## config.mk

```make
export PLATFORM = sky130hd
export DESIGN_NAME = card_dealer
export DESIGN_NICKNAME = d
export VERILOG_FILES = /design/src/rtl/card_dealer.sv
export SDC_FILE = /design/constraint.sdc
export NUM_CORES = 1
export LEC_CHECK = 0
export ABC_AREA = 1
export ABC_CLOCK_PERIOD_IN_PS = 8800
export BUFFER_PORTS_ARGS = -buffer_cell sky130_fd_sc_hd__buf_2
export CAP_MARGIN = 20
export CELL_PAD_IN_SITES_DETAIL_PLACEMENT = 0
export CELL_PAD_IN_SITES_GLOBAL_PLACEMENT = 1
export CORE_MARGIN = 2
export CORE_UTILIZATION = 49
export CTS_CLUSTER_DIAMETER = 40
export DETAILED_ROUTE_END_ITERATION = 12
export PLACE_DENSITY_LB_ADDON = 0.1
export SETUP_SLACK_MARGIN = 0.05
export SYNTH_ARGS = -nofsm -noshare
export SYNTH_HDL_FRONTEND = slang
export SYNTH_SLANG_ARGS = --single-unit
```

## constraint.sdc

```tcl
create_clock -name clk -period 8.8 [get_ports clk]
set_input_delay 1.76 -clock clk [delete_from_list [all_inputs] [get_ports clk]]
set_output_delay 1.76 -clock clk [all_outputs]
set_load 0.02 [all_outputs]
```

## src/rtl/card_dealer.sv

```systemverilog
// Five-card hand dealer: an LFSR proposes cards, a used-mask rejects repeats
// and ranks above King, and a three-state FSM collects five accepted cards.
module card_dealer #(
  parameter logic [15:0] SEED = 16'hACE1
) (
  input  logic       clk,
  input  logic       rst,
  input  logic       deal,
  input  logic       shuffle,
  output logic [3:0] card1,
  output logic [3:0] card2,
  output logic [3:0] card3,
  output logic [3:0] card4,
  output logic [3:0] card5,
  output logic [1:0] suit1,
  output logic [1:0] suit2,
  output logic [1:0] suit3,
  output logic [1:0] suit4,
  output logic [1:0] suit5,
  output logic       valid,
  output logic       busy,
  output logic [5:0] cards_left,
  output logic       err
);

  typedef enum logic [1:0] {IDLE, DRAW, DONE} state_t;

  state_t      state, state_nxt;
  logic [15:0] lfsr;
  logic [63:0] mask;
  logic [2:0]  k;
  logic [3:0]  rank_q [5];
  logic [1:0]  suit_q [5];
  logic        err_q, err_nxt;
  logic        start, accept;
  logic [5:0]  cand;
  logic        cand_ok;

  function automatic logic [15:0] lfsr_step(input logic [15:0] v);
    return {1'b0, v[15:1]} ^ (v[0] ? 16'hB400 : 16'h0000);
  endfunction

  assign cand    = lfsr[5:0];
  assign cand_ok = (cand[3:0] <= 4'd12) && !mask[cand];

  always_comb begin
    state_nxt = state;
    start     = 1'b0;
    accept    = 1'b0;
    err_nxt   = 1'b0;
    // shuffle overrides everything, including a same-cycle deal
    if (shuffle) begin
      state_nxt = IDLE;
    end else begin
      case (state)
        IDLE, DONE: begin
          if (deal) begin
            if (cards_left >= 6'd5) begin
              state_nxt = DRAW;
              start     = 1'b1;
            end else begin
              err_nxt = 1'b1;
            end
          end
        end
        DRAW: begin
          if (cand_ok) begin
            accept = 1'b1;
            if (k == 3'd4) state_nxt = DONE;
          end
        end
        default: state_nxt = IDLE;
      endcase
    end
  end

  always_ff @(posedge clk or posedge rst) begin
    if (rst) begin
      state      <= IDLE;
      lfsr       <= SEED;
      mask       <= '0;
      cards_left <= 6'd52;
      k          <= '0;
      err_q      <= 1'b0;
      for (int i = 0; i < 5; i++) begin
        rank_q[i] <= '0;
        suit_q[i] <= '0;
      end
    end else begin
      state <= state_nxt;
      lfsr  <= lfsr_step(lfsr);
      err_q <= err_nxt;
      if (start) k <= '0;
      if (shuffle) begin
        mask       <= '0;
        cards_left <= 6'd52;
      end else if (accept) begin
        mask[cand]  <= 1'b1;
        cards_left  <= cards_left - 6'd1;
        rank_q[k]   <= cand[3:0];
        suit_q[k]   <= cand[5:4];
        k           <= k + 3'd1;
      end
    end
  end

  // valid/busy are pure state decodes, so shuffle and reset clear them at once
  assign valid = (state == DONE);
  assign busy  = (state == DRAW);
  assign err   = err_q;

  assign card1 = rank_q[0];
  assign card2 = rank_q[1];
  assign card3 = rank_q[2];
  assign card4 = rank_q[3];
  assign card5 = rank_q[4];
  assign suit1 = suit_q[0];
  assign suit2 = suit_q[1];
  assign suit3 = suit_q[2];
  assign suit4 = suit_q[3];
  assign suit5 = suit_q[4];

endmodule

```

; ---- After elaboration in Yosys (flattened, before gate mapping)
; Cells that the tools add are included.
[classes]
bitwise_logic = 4
n_mul = 0
addsub = 2
shifts = 0
reduce_logical = 9
eq_ne = 7
n_div = 0
n_mux = 35
magnitude_cmp = 6
[op_table]
columns = op, count
row1 = 64-bit 2-to-1 mux, 2
row2 = 64-bit OR, 1
row3 = 20-bit bitwise mux, 1
row4 = 16-bit 2-to-1 mux, 1
row5 = 15-bit by 16-bit bitwise XOR with 16-bit output, 1
row6 = 1-bit 2-to-1 mux, 13
row7 = 4-bit demux with 3-bit select, 1
row8 = 2-bit 2-to-1 mux, 6
row9 = 6-bit 2-to-1 mux, 2
row10 = 10-bit bitwise mux, 1
row11 = 3-bit 2-to-1 mux, 3
row12 = 6-bit by 7-bit less-than comparator with 1-bit output (second input constant), 1
row13 = 1-bit binary-select mux with 6-bit select, 1
row14 = 1-bit demux with 6-bit select, 1
row15 = 2-bit demux with 3-bit select, 1
row16 = 6-bit by 1-bit greater-or-equal comparator with 1-bit output (second input constant), 1
row17 = 6-bit by 3-bit greater-or-equal comparator with 1-bit output (second input constant), 1
row18 = 3-bit by 2-bit != test with 1-bit output (second input constant), 2
row19 = 3-bit != test (second input constant), 2
row20 = 6-bit by 1-bit subtractor with 6-bit output (second input constant), 1
row21 = 4-bit greater-or-equal comparator (second input constant), 1
row22 = 4-bit <= comparator (second input constant), 1
row23 = 4-bit by 1-bit less-than comparator with 1-bit output (second input constant), 1
row24 = 4-bit 2-to-1 mux, 1
row25 = 14 further kinds, 16
[totals]
mem_count = 0
register_bits = 122
out_inout_bits = 39
latch_bits = 0
inputBits = 4
ram_bits = 0
wordCells = 79
mem_bits_ro = 0

; ---- Longest topological paths before layout
; Gate-level depths: netlist of the first run.
[logic_depth]
word_depth = 9
ltp_mapped = 16
depth_no_buf = 14

; ---- Worst setup path before layout of the first run
; No wires, ideal clock.
[synth_path]
path_type = in2reg
startpoint = input port shuffle
endpoint = register rank_q (netlist bit card3[0])
required_time_ps = 8676
arrival_ps = 2904
setup_time_ps = 124
cell_stages = 6
slack_ps = 5772
n_path_buf = 2
cell_sequence = clkbuf_1 -> nor3_1 -> nand3_4 -> clkbuf_1 -> o21ai_0 -> nand2_1
[synth_between]
elab_chain_len = 2
elab_cells_between_ends = 3
classes_between = mux (1) / bitwise (1) / reduce/logical (1)
[synth_lines]
columns = item, line
row1 = start: declaration, 9  ; input logic shuffle,
row2 = 1-bit 2-to-1 mux or 1-bit inverter (tied branches), n/a
row3 = 2-bit AND reduction (no source line) (*), n/a
row4 = end signal: indexed assignment, 100  ; rank_q[k] <= cand[3:0];
row5 = end: declaration, 32  ; logic [3:0] rank_q [5];
; Mark *: on every way between the ends. The rest lies on a longest branch, timed or not.
; A chain may end at the register's enable or synchronous reset.

; ---- Worst setup path after layout of the first run
[layout_path]
startpoint = input port shuffle
endpoint = register mask[57]
[layout_between]
elab_chain_len = 2
elab_cells_between_ends = 3
classes_between = mux (2) / reduce/logical (1)
[layout_lines]
columns = item, line
row1 = 1-bit 2-to-1 mux, 52  ; if (shuffle) begin
row2 = 2-bit nonzero test (no source line), n/a
row3 = end signal: assignment, 81  ; mask <= '0;
row4 = end signal: assignment, 95  ; mask <= '0;
row5 = end signal: indexed assignment, 98  ; mask[cand] <= 1'b1;
row6 = end: declaration, 30  ; logic [63:0] mask;
; Parallel ways exist; a longest one is shown, timed or not.

==> results by group, run 1 <==
Run status
  – Status: finished clean

Global route
  – Initial antenna violation count: 0
  – First-pass GRT wire length: approximately 22 mm
  – Vias in the first global route: 4306
  – Largest net degree at the start of global routing: 62
  – Total GRT Usage: 0.245
  – GR Overflow Total: 0

Synthesis
  – Largest area contributor in the netlist: dfrtp_1
  – Synth top area share: 0.488
  – Post-synthesis sequential area ratio: 0.540
  – Post-synth top flop: dfrtp_1
  – Syn nets: 665
  – Ys async rst share: 1.00
  – Synth Register Bits: 119
  – Number of synthesis warnings: 0
  – Post-Syn Area: 5540 um^2
  – Top cells by area, synth: dfrtp_1 (49%), nand2_1 (13%), nand3_1 (6.5%)
  – Post-synth EDFFs: 0
  – Average cell area after synthesis: approximately 8.4 um^2
  – Cell variety after synth: 29
  – Cells after Synth: 657

Clock network
  – CTS tree: yes
  – Bufs on Longest Clock Path: 2
  – CTS clk-pin slew, worst paths: ~0.05 ns
  – CTS Hold Bufs: 0
  – Root Driver: clkbuf_16
  – Htree depth: 4
  – Clock Sink Count: about 120
  – CTS buffer count: 17
  – CTS resizes: 0
  – Post-CTS setup buffers: 0
  – Later-pin clock latency in the skew report: around 0.42 ns

Placed design
  – Count of input and output buffers: 42
  – Detailed Place HPWL: 8.28 mm
  – GPL Wtd Cong: 0.832
  – DP Area: about 5800 um^2

Setup path
  – Nature of the critical path endpoint: register
  – Crit path max-delay family: simple AND/OR/NAND/NOR gates
  – Arr. time, crit path: approximately 4.5 ns
  – Crit path cell chain: buf_2, nor3_1, nand3_4, inv_4, nand3_1, o21ai_1
  – CP peak stage delay: roughly 0.73 ns
  – Bufs and invs on worst path: 2
  – Max Fanout on Critical Path: 61
  – CP max stage cell: nand3_4
  – Crit Path Category: in -> reg
  – Worst endpoint required time: around 9.1 ns
  – Worst setup SP type: primary input

Power
  – Pleak: roughly 3.4 nW
  – Power per Cell Area: approximately 270 nW/um^2
  – Max VDD drop: 0.165 mV

Cells and area
  – Commonest cells after routing, fill and taps aside: nand2_1 (193), dfrtp_1 (108), nand3_1 (72)
  – Layout cell share with drive strength beyond 1: 0.150
  – Fin nets: approximately 700
  – Fin area: ~6500 um^2
  – Layout fillers: around 1000
  – Commonest non-fill, non-tap cell in the layout: nand2_1
  – Area grow syn2layout: 17.1%
  – # diodes: 0

Floorplan
  – FP Rows: 38
  – Top-Level Pins: 43
  – Die area: roughly 12000 um^2
  – Die Span X: roughly 110 um
  – DIE HEIGHT: approximately 110 um
  – Core ar.: ~11000 um^2
  – Initial core utilization: 0.507

Timing
  – Final setup fails: 0
  – Slew @ Worst Pin: between 0.9 and 1 ns
  – Setup TNS: 0 ns
  – Final setup skew: 0.00745 ns
  – Hold Fails Final Rpt: 0
  – Achievable Freq: ~0.24 GHz
  – Period utilization: 0.471
  – Fin crit period: around 4.1 ns
  – Worst rel slew slack: 0.339
  – Max Slew Vio Count: 0
  – RSZ-0062 raised after global routing: false

Drt
  – DRC errors left: 0
  – DR iter-0 viols: around 350
  – Vias: roughly 4500
  – Drt total wl: 13.7 mm
  – Avg WL per Cell: 16.3 um
  – Drt pass-1 iters: 5
  – Vias/cell: approximately 5.3
  – Antenna viol nets, final: 0

Job
  – Maximum Capacitance Violations: 0

Min path
  – Hold Path Class: reg -> reg
-- state kept, by name (all words and copies together) (netlist names) --
name and flops:
card4 4, cards_left 6, card1 4, k 3, card2 4, suit2 2
card3 4, suit4 2, mask 61, lfsr 16, state 2, err 1
suit1 2, suit5 2, card5 4, suit3 2
-- layer usage --
layer,part of all wire,global-route usage,vias to the layer above,routed length [um]
met5,0,0,-,0
met3,0.050,0.0594,15,691
met4,0.013,0.0893,0,172
li1,-,-,2179,-
met2,0.47,0.388,104,6470
met1,0.46,0.328,2189,6380
-- path summary, 6_finish.rpt --
kind / from / to / slack (ns) / depth (start not counted)
setup / recovery: shuffle / mask[57]$_DFFE_PP0P_ / 4.66 / 6
hold / removal: lfsr[6]$_DFF_PP1_ / lfsr[5]$_DFF_PP1_ / 0.35 / 0
setup reg to reg: lfsr[1]$_DFF_PP0_ / mask[57]$_DFFE_PP0P_ / 5.19 / 11
hold reg to reg: lfsr[6]$_DFF_PP1_ / lfsr[5]$_DFF_PP1_ / 0.35 / 0
max in group asynchronous: rst / mask[10]$_DFFE_PP0P_ / 6.07 / 3
min in group asynchronous: rst / k[2]$_DFF_PP0_ / 1.48 / 2
-- layout make-up --
cell class,instances,area (um^2),share of cell area
Inverter,69,264,0.0407
Clock buffer,19,453,0.0698
Timing Repair Buffer,44,225,0.0347
Multi-Input combinational cell,438,2110,0.325
Tap cell,140,175,0.0270
Sequential cell,119,2990,0.461
Clock inverter,13,272,0.0418
-- power breakdown --
group	internal, W	switching (W)
Clock	0.000602	0.000247
Combinational	0.0000705	0.000203
Sequential	0.000578	0.0000267
Total	0.00125	0.000477
-- logic make-up (layout without fill, tap and decap cells) --
group	count (synthesis)	count (layout)	synth area share
adder cells (fa/ha/maj)	4	4	0.00903
buffers and inverters	100	145	0.0795
flip-flops	119	119	0.540
AO/OA/AOI/OAI	100	100	0.0919
AND/OR/NAND/NOR	327	327	0.269
XOR/XNOR	7	7	0.0111
-- cell usage after synthesis, types with 2 or more instances --
master    instances
nor2_1           33
nor2_2            3
buf_2            11
o21ai_1          34
nor3_1            3
buf_4             7
xor2_1            5
nand4_1          10
dfstp_2          11
xnor2_1           2
o21ai_0          62
inv_2             2
inv_1            66
nand3_1          72
dfrtp_1         108
nand2_1         193
nor2_8            5
clkbuf_1         10
nor3_2            4
ha_1              4
buf_6             3
o211ai_1          2
-- metrics by stage --
| stage | total power (W) | worst slack (ns) | hold slack, ns | utilization | instances |
|---|---|---|---|---|---|
| floorplan | 0.000825 | 3.90 | 0.331 | - | 657 |
| global placement | 0.000881 | 4.42 | 0.335 | 0.527 | 810 |
| detailed placement | 0.000886 | 4.30 | 0.347 | 0.527 | 810 |
| CTS | 0.00174 | 4.73 | 0.355 | 0.593 | 842 |
| global route | 0.00180 | 4.47 | 0.357 | 0.593 | 842 |
| finish | 0.00173 | 4.66 | 0.353 | 0.593 | 842 |
Power figures use the tool's default switching activity.
==> inputs of run 2 (changes only) <==
--- a/config.mk
+++ b/config.mk
@@ -6,13 +6,13 @@
 export NUM_CORES = 1
 export LEC_CHECK = 0
 export ABC_AREA = 1
-export ABC_CLOCK_PERIOD_IN_PS = 8800
+export ABC_CLOCK_PERIOD_IN_PS = 3820
 export BUFFER_PORTS_ARGS = -buffer_cell sky130_fd_sc_hd__buf_2
 export CAP_MARGIN = 20
 export CELL_PAD_IN_SITES_DETAIL_PLACEMENT = 0
 export CELL_PAD_IN_SITES_GLOBAL_PLACEMENT = 1
 export CORE_MARGIN = 2
-export CORE_UTILIZATION = 49
+export CORE_UTILIZATION = 45
 export CTS_CLUSTER_DIAMETER = 40
 export DETAILED_ROUTE_END_ITERATION = 12
 export PLACE_DENSITY_LB_ADDON = 0.1
==> constraint.sdc (replaced) <==
create_clock -name clk -period 3.82 [get_ports clk]
set_input_delay 0.764 -clock clk [delete_from_list [all_inputs] [get_ports clk]]
set_output_delay 0.764 -clock clk [all_outputs]
set_load 0.02 [all_outputs]
==> results by group, run 2 (same netlist as run 1, synthesis figures left out) <==
Run status
  – Status: finished clean (unchanged)

Clock network
  – Later-pin clock latency in the skew report: 0.41 ns (was 0.42 ns)
  – Post-CTS setup buffers: 0 (unchanged)
  – CTS buffer count: 17 (unchanged)
  – CTS tree: yes (unchanged)
  – CTS clk-pin slew, worst paths: 0.05 ns (about the same)
  – Clock Sink Count: 119 (unchanged)
  – CTS resizes: 0 (unchanged)
  – Root Driver: clkbuf_16 (unchanged)
  – Htree depth: 4 (unchanged)
  – CTS Hold Bufs: 0 (unchanged)
  – Bufs on Longest Clock Path: 2 (unchanged)

Global route
  – Total GRT Usage: 0.218 (was 0.245)
  – Vias in the first global route: 4243 (was 4306)
  – Initial antenna violation count: 0 (unchanged)
  – First-pass GRT wire length: 22.1 mm (was 22.2 mm)
  – Largest net degree at the start of global routing: 120 (was 62)
  – GR Overflow Total: 0 (unchanged)

Min path
  – Hold Path Class: reg -> reg (unchanged)
  – Worst hold start: lfsr[12]$_DFF_PP0_ (was lfsr[6]$_DFF_PP1_)

Power
  – Max VDD drop: 0.283 mV (was 0.165 mV)
  – Pleak: 3.37 nW (was 3.39 nW)
  – Power per Cell Area: 563 nW/um^2 (was 266 nW/um^2)

Floorplan
  – Die Span X: 115 um (was 110 um)
  – DIE HEIGHT: 115 um (was 110 um)
  – Core ar.: 12000 um^2 (was 10900 um^2)
  – Top-Level Pins: 43 (unchanged)
  – Initial core utilization: 0.461 (was 0.507)
  – FP Rows: 40 (was 38)
  – Die area: 13200 um^2 (was 12200 um^2)

Placed design
  – Setup WS pre-CTS: 0.913 ns (was 4.30 ns)
  – Post-Place Cells: 823 (was 810)
  – Count of input and output buffers: 42 (unchanged)
  – GPL Wtd Cong: 0.824 (was 0.832)
  – Detailed Place HPWL: 8.39 mm (was 8.28 mm)

Setup path
  – Arr. time, crit path: 3.25 ns (was 4.47 ns)
  – Nature of the critical path endpoint: register (unchanged)
  – Worst Setup SP: lfsr[2]$_DFF_PP0_ (was shuffle)
  – Reg-to-Reg End: card4[3]$_DFFE_PP0P_ (was mask[57]$_DFFE_PP0P_)
  – Reg2Reg Depth: 12 (was 11)
  – Worst reg2reg path startpoint: lfsr[2]$_DFF_PP0_ (was lfsr[1]$_DFF_PP0_)
  – Register-to-register setup slack: 0.86 ns (was 5.19 ns)
  – Worst setup SP type: register (was primary input)
  – Max Fanout on Critical Path: 57 (was 61)
  – Worst endpoint required time: 4.11 ns (was 9.13 ns)
  – Crit path to: card4[3]$_DFFE_PP0P_ (was mask[57]$_DFFE_PP0P_)
  – Crit Path Category: reg -> reg (was in -> reg)

Timing
  – Hold Fails Final Rpt: 0 (unchanged)
  – Fin crit period: between 2 and 3 ns
  – Final setup fails: 0 (unchanged)
  – Final setup skew: 0.00622 ns (was 0.00745 ns)
  – Worst rel slew slack: 0.407 (was 0.339)
  – Slew @ Worst Pin: 0.886 ns (was 0.987 ns)
  – Achievable Freq: 0.338 GHz
  – RSZ-0062 raised after global routing: false (unchanged)
  – Max Slew Vio Count: 0 (unchanged)
  – Min setup slack post-route: 0.861 ns (was 4.66 ns)
  – Setup TNS: 0 ns (unchanged)
  – Period utilization: 0.775

Cells and area
  – Regs by FF count: mask: 61 flops, lfsr: 16 flops, cards_left: 6 flops (unchanged)
  – Finished Layout Cells: 855 (was 842)
  – Number of flip-flops in the largest register: 61 (unchanged)
  – # diodes: 0 (unchanged)
  – Layout cell share with drive strength beyond 1: 0.153 (was 0.150)
  – Layout fillers: 1163 (was 1002)
  – Commonest cells after routing, fill and taps aside: nand2_1 (193), dfrtp_1 (108), nand3_1 (72) (unchanged)
  – Commonest non-fill, non-tap cell in the layout: nand2_1 (unchanged)
  – Fin nets: 703 (was 697)
  – Largest Register: mask (unchanged)
  – Area grow syn2layout: 16.3% (was 17.1%)

Drt
  – Antenna viol nets, final: 0 (unchanged)
  – Drt pass-1 iters: 5 (unchanged)
  – DR iter-0 viols: 312 (was 349)
  – Avg WL per Cell: 15.8 um (was 16.3 um)
  – Vias: 4483 (was 4487)
  – DRC errors left: 0 (unchanged)
  – Drt total wl: 13.5 mm (was 13.7 mm)
  – Vias/cell: 5.24 (was 5.33)

Job
  – Maximum Capacitance Violations: 0 (unchanged)
-- run 2: changes by cell type in the layout (fill, tap and decap cells not counted), sizes merged --
cell	change
inv	-2
buf	+6
clkinvlp	+1
clkbuf	+4
clkinv	+2
bufinv	-5
-- run 2: worst max-delay path: stages (launching register included) --
cell,delay (ns)
dfrtp_1,0.75
inv_1,0.25
nor2_1,0.55
nand3_1,0.13
nand2_1,0.12
o21ai_0,0.11
nand2_1,0.18
nor2_2,0.09
nand3_4,0.12
buf_12,0.29
nor2_8,0.06
nand2_1,0.08
nand2_1,0.07
-- run 2: per-stage QoR --
| stage | cell area [um^2] | utilization | power (W) | hold slack [ns] |
|---|---|---|---|---|
| finish | 6440 | 0.537 | 0.00363 | 0.350 |
| global route | 6440 | 0.537 | 0.00382 | 0.351 |
| global placement | 5840 | 0.487 | 0.00204 | 0.333 |
| CTS | 6440 | 0.537 | 0.00367 | 0.350 |
| detailed placement | 5840 | 0.487 | 0.00205 | 0.338 |
| floorplan | 5540 | - | 0.00190 | 0.331 |
-- run 2: how the worst min path moves through the flow --
stage                                    end  slack, ns  cells after the start
after floorplan            lfsr[8]$_DFF_PP0_       0.33                      0
after CTS                 lfsr[11]$_DFF_PP1_       0.35                      0
after global routing      lfsr[11]$_DFF_PP1_       0.35                      0
after global placement    lfsr[11]$_DFF_PP1_       0.33                      0
final                     lfsr[11]$_DFF_PP1_       0.35                      0
after detailed placement  lfsr[11]$_DFF_PP1_       0.34                      0
-- run 2: metal layers --
| layer | up-vias | track usage | share of wire |
|---|---|---|---|
| li1 | 2195 | - | - |
| met1 | 2133 | 0.305 | 0.48 |
| met2 | 131 | 0.336 | 0.46 |
| met3 | 24 | 0.0448 | 0.042 |
| met4 | 0 | 0.0867 | 0.020 |
| met5 | - | 0 | 0 |
-- run 2: layout make-up --
type	count	area (um^2)	share of cell area
inverters	69	265	0.0412
repair buffers	50	295	0.0458
clock buffers	23	478	0.0742
flip-flops and latches	119	2990	0.464
multi-input cells	438	2110	0.327
well taps	147	184	0.0285
clock inverters	9	123	0.0190
-- run 2: report_power, final --
part	leakage, nW	switching (W)	internal (W)
Sequential	1.62	0.0000605	0.00133
Combinational	1.46	0.000451	0.000176
Clock	0.297	0.000540	0.00107
Total	3.37	0.00105	0.00258
==> inputs of run 3 (changes only) <==
--- a/config.mk
+++ b/config.mk
@@ -5,14 +5,14 @@
 export SDC_FILE = /design/constraint.sdc
 export NUM_CORES = 1
 export LEC_CHECK = 0
-export ABC_AREA = 1
-export ABC_CLOCK_PERIOD_IN_PS = 3820
+export ABC_AREA = 0
+export ABC_CLOCK_PERIOD_IN_PS = 3100
 export BUFFER_PORTS_ARGS = -buffer_cell sky130_fd_sc_hd__buf_2
 export CAP_MARGIN = 20
 export CELL_PAD_IN_SITES_DETAIL_PLACEMENT = 0
 export CELL_PAD_IN_SITES_GLOBAL_PLACEMENT = 1
 export CORE_MARGIN = 2
-export CORE_UTILIZATION = 45
+export CORE_UTILIZATION = 48
 export CTS_CLUSTER_DIAMETER = 40
 export DETAILED_ROUTE_END_ITERATION = 12
 export PLACE_DENSITY_LB_ADDON = 0.1
==> constraint.sdc (replaced) <==
create_clock -name clk -period 3.1 [get_ports clk]
set_input_delay 0.62 -clock clk [delete_from_list [all_inputs] [get_ports clk]]
set_output_delay 0.62 -clock clk [all_outputs]
set_load 0.02 [all_outputs]
==> results by group, run 3 <==
Clock network
  – Clock Sink Count: 119 (unchanged)
  – Later-pin clock latency in the skew report: 0.52 ns (was 0.41 ns)
  – CTS tree: yes (unchanged)
  – Root Driver: clkbuf_8 (was clkbuf_16)
  – CTS clk-pin slew, worst paths: 0.06 ns (was 0.05 ns)
  – CTS buffer count: 17 (unchanged)
  – Htree depth: 4 (unchanged)
  – CTS Hold Bufs: 0 (unchanged)
  – Bufs on Longest Clock Path: 2 (unchanged)

Synthesis
  – Post-synthesis sequential area ratio: 0.560 (was 0.540)
  – Largest area contributor in the netlist: dfrtp_1 (unchanged)
  – Top cells by area, synth: dfrtp_1 (51%), mux2_2 (7.8%), o32ai_1 (7.4%) (was dfrtp_1 (49%), nand2_1 (13%), nand3_1 (6.5%))
  – Cells after Synth: 464 (was 657)
  – Ys async rst share: 1.00 (unchanged)
  – Syn nets: 472 (was 665)
  – Synth Register Bits: 119 (unchanged)
  – Post-synth top flop: dfrtp_1 (unchanged)
  – Synth top area share: 0.506 (was 0.488)
  – Post-synth top cells: dfrtp_1 (108), inv_1 (54), o32ai_1 (45) (was nand2_1 (193), dfrtp_1 (108), nand3_1 (72))
  – Most common cell in the netlist: dfrtp_1 (was nand2_1)
  – Average cell area after synthesis: 11.5 um^2 (was 8.43 um^2)
  – Post-synth EDFFs: 0 (unchanged)
  – Cell variety after synth: 50 (was 29)
  – Post-Syn Area: 5340 um^2 (was 5540 um^2)
  – Number of synthesis warnings: 0 (unchanged)

Drt
  – Antenna viol nets, final: 0 (unchanged)
  – Routed wl met2: 5.61 mm (was 6.18 mm)
  – Drt total wl: 12.2 mm (was 13.5 mm)
  – WL met1: 5.93 mm (was 6.46 mm)
  – Avg WL per Cell: 18.4 um (was 15.8 um)
  – Vias: 3772 (was 4483)
  – Met3 WL: 435 um (was 567 um)
  – Drt pass-1 iters: 4 (was 5)
  – DR iter-0 viols: 266 (was 312)
  – Vias/cell: 5.69 (was 5.24)
  – Uppermost layer routed: met4 (unchanged)
  – DRC errors left: 0 (unchanged)

Global route
  – Vias in the first global route: 3771 (was 4243)
  – First-pass GRT wire length: 20.5 mm (was 22.1 mm)
  – GR Overflow Total: 0 (unchanged)
  – Total GRT Usage: 0.228 (was 0.218)
  – Initial antenna violation count: 0 (unchanged)
  – Largest net degree at the start of global routing: 73 (was 120)

Floorplan
  – Die area: 12000 um^2 (was 13200 um^2)
  – DIE HEIGHT: 109 um (was 115 um)
  – FP Rows: 38 (was 40)
  – Top-Level Pins: 43 (unchanged)
  – Initial core utilization: 0.492 (was 0.461)
  – Die Span X: 109 um (was 115 um)
  – Core ar.: 10800 um^2 (was 12000 um^2)

Cells and area
  – Commonest cells after routing, fill and taps aside: dfrtp_1 (107), inv_1 (53), o32ai_1 (44) (was nand2_1 (193), dfrtp_1 (108), nand3_1 (72))
  – Layout fillers: 909 (was 1163)
  – # diodes: 0 (unchanged)
  – Layout cell share with drive strength beyond 1: 0.308 (was 0.153)
  – Register area: 2990 um^2 (about the same)
  – Post-layout util: 0.592 (was 0.537)
  – Largest Register: mask (unchanged)
  – Number of flip-flops in the largest register: 61 (unchanged)
  – Area grow syn2layout: 20.1% (was 16.3%)
  – Finished Layout Cells: 663 (was 855)
  – Regs by FF count: mask: 61 flops, lfsr: 16 flops, cards_left: 6 flops (unchanged)
  – Commonest non-fill, non-tap cell in the layout: dfrtp_1 (was nand2_1)
  – Fin nets: 518 (was 703)
  – Multi-input logic area: 2000 um^2 (was 2110 um^2)

Timing
  – Hold Fails Final Rpt: 0 (unchanged)
  – Final setup skew: 0.00489 ns (was 0.00622 ns)
  – RSZ-0062 raised after global routing: true (was false)
  – Slew @ Worst Pin: 0.757 ns (was 0.886 ns)
  – Max Slew Vio Count: 0 (unchanged)
  – Fin crit period: 2.96 ns (about the same)
  – Final setup fails: 0 (unchanged)
  – Worst rel slew slack: 0.495 (was 0.407)
  – Period utilization: 0.954 (was 0.775)
  – Achievable Freq: 0.338 GHz (about the same)

Job
  – Maximum Capacitance Violations: 0 (unchanged)

Power
  – Final Power: 0.00387 W (was 0.00363 W)
  – Max VDD drop: 0.366 mV (was 0.283 mV)
  – Power per Cell Area: 603 nW/um^2 (was 563 nW/um^2)
  – Pleak: 2.88 nW (was 3.37 nW)

Placed design
  – GPL Wtd Cong: 0.795 (was 0.824)
  – Post-Place Cells: 625 (was 823)
  – Detailed Place HPWL: 7.52 mm (was 8.39 mm)
  – Count of input and output buffers: 42 (unchanged)

Setup path
  – Reg2Reg Depth: 10 (was 12)
  – Nature of the critical path endpoint: register (unchanged)
  – Crit Path Category: reg -> reg (unchanged)
  – Worst setup SP type: register (unchanged)
  – Max Fanout on Critical Path: 52 (was 57)
  – Register-to-register setup slack: 0.14 ns (was 0.86 ns)
  – Worst endpoint required time: 3.51 ns (was 4.11 ns)
  – Worst reg2reg path startpoint: lfsr[0]$_DFF_PP1_ (was lfsr[2]$_DFF_PP0_)
  – Arr. time, crit path: 3.37 ns (was 3.25 ns)
  – Reg-to-Reg End: mask[27]$_DFFE_PP0P_ (was card4[3]$_DFFE_PP0P_)

Run status
  – Status: finished clean (unchanged)

Min path
  – Hold Path Class: in -> async (was reg -> reg)
## run 3: where the power goes
part / switching, W / internal [W] / total [W]
sequential: 0.0000310 / 0.00158 / 0.00161
clock: 0.000715 / 0.00131 / 0.00203
combinational: 0.000151 / 0.0000839 / 0.000235
total: 0.000897 / 0.00297 / 0.00387
## run 3: layout make-up
class,count,area share
clock buffers,18,0.0652
clock inverters,14,0.0312
inverters,54,0.0322
multi-input cells,253,0.312
repair buffers,65,0.0655
well taps,140,0.0273
flip-flops and latches,119,0.467
## run 3: critical path: stages, from the launching register on
cell and delay (ns):
dfstp_2 0.60, buf_4 0.20, inv_1 0.15, a221o_1 0.37
a22oi_2 0.19, o22ai_1 0.14, nor4_4 0.34, buf_4 0.17
nand2_2 0.09, buf_12 0.24, o32ai_1 0.32
## run 3: kinds of logic after synthesis
kind of cell | count (synthesis) | share of synthesized area
AOI/OAI and AO/OA | 91 | 0.139
xor gates and xnor gates | 3 | 0.00492
adders and majority gates | 4 | 0.00937
buffers and inverters | 92 | 0.0673
DFF | 119 | 0.560
muxes | 51 | 0.107
and+or+nand+nor | 104 | 0.113
## run 3: worst max-delay path by stage
stage                            startpoint                   end
after floorplan           lfsr[0]$_DFF_PP1_  card1[0]$_DFFE_PP0P_
after global placement    lfsr[1]$_DFF_PP0_  card5[0]$_DFFE_PP0P_
after detailed placement  lfsr[1]$_DFF_PP0_  suit1[1]$_DFFE_PP0P_
after CTS                 lfsr[0]$_DFF_PP1_  card4[2]$_DFFE_PP0P_
final                     lfsr[0]$_DFF_PP1_  mask[27]$_DFFE_PP0P_
after global routing      lfsr[0]$_DFF_PP1_  mask[27]$_DFFE_PP0P_
## run 3: per-layer routing
metal,vias to the layer above,track usage
met1,1911,0.326
met5,-,0
li1,1761,-
met2,81,0.339
met4,0,0.0859
met3,19,0.0504
## run 3: timing repair
item | in CTS | in global routing
resized for setup | 1 | 2
pin swaps | 0 | 2
endpoints found under the setup margin | 30 | 31
setup buffers | 0 | 6
## run 3: stage by stage
stage	worst slack (ns)	setup TNS (ns)	hold WS, ns	instance area (um^2)
6_report	0.143	0	0.167	6410
5_1_grt	-0.00400	-0.00400	0.204	6410
4_1_cts	0.0573	0	0.176	6360
3_5_place_dp	-0.0314	-0.280	0.338	5740
3_3_place_gp	0.0454	0	0.343	5740
2_1_floorplan	0.452	0	0.331	5340
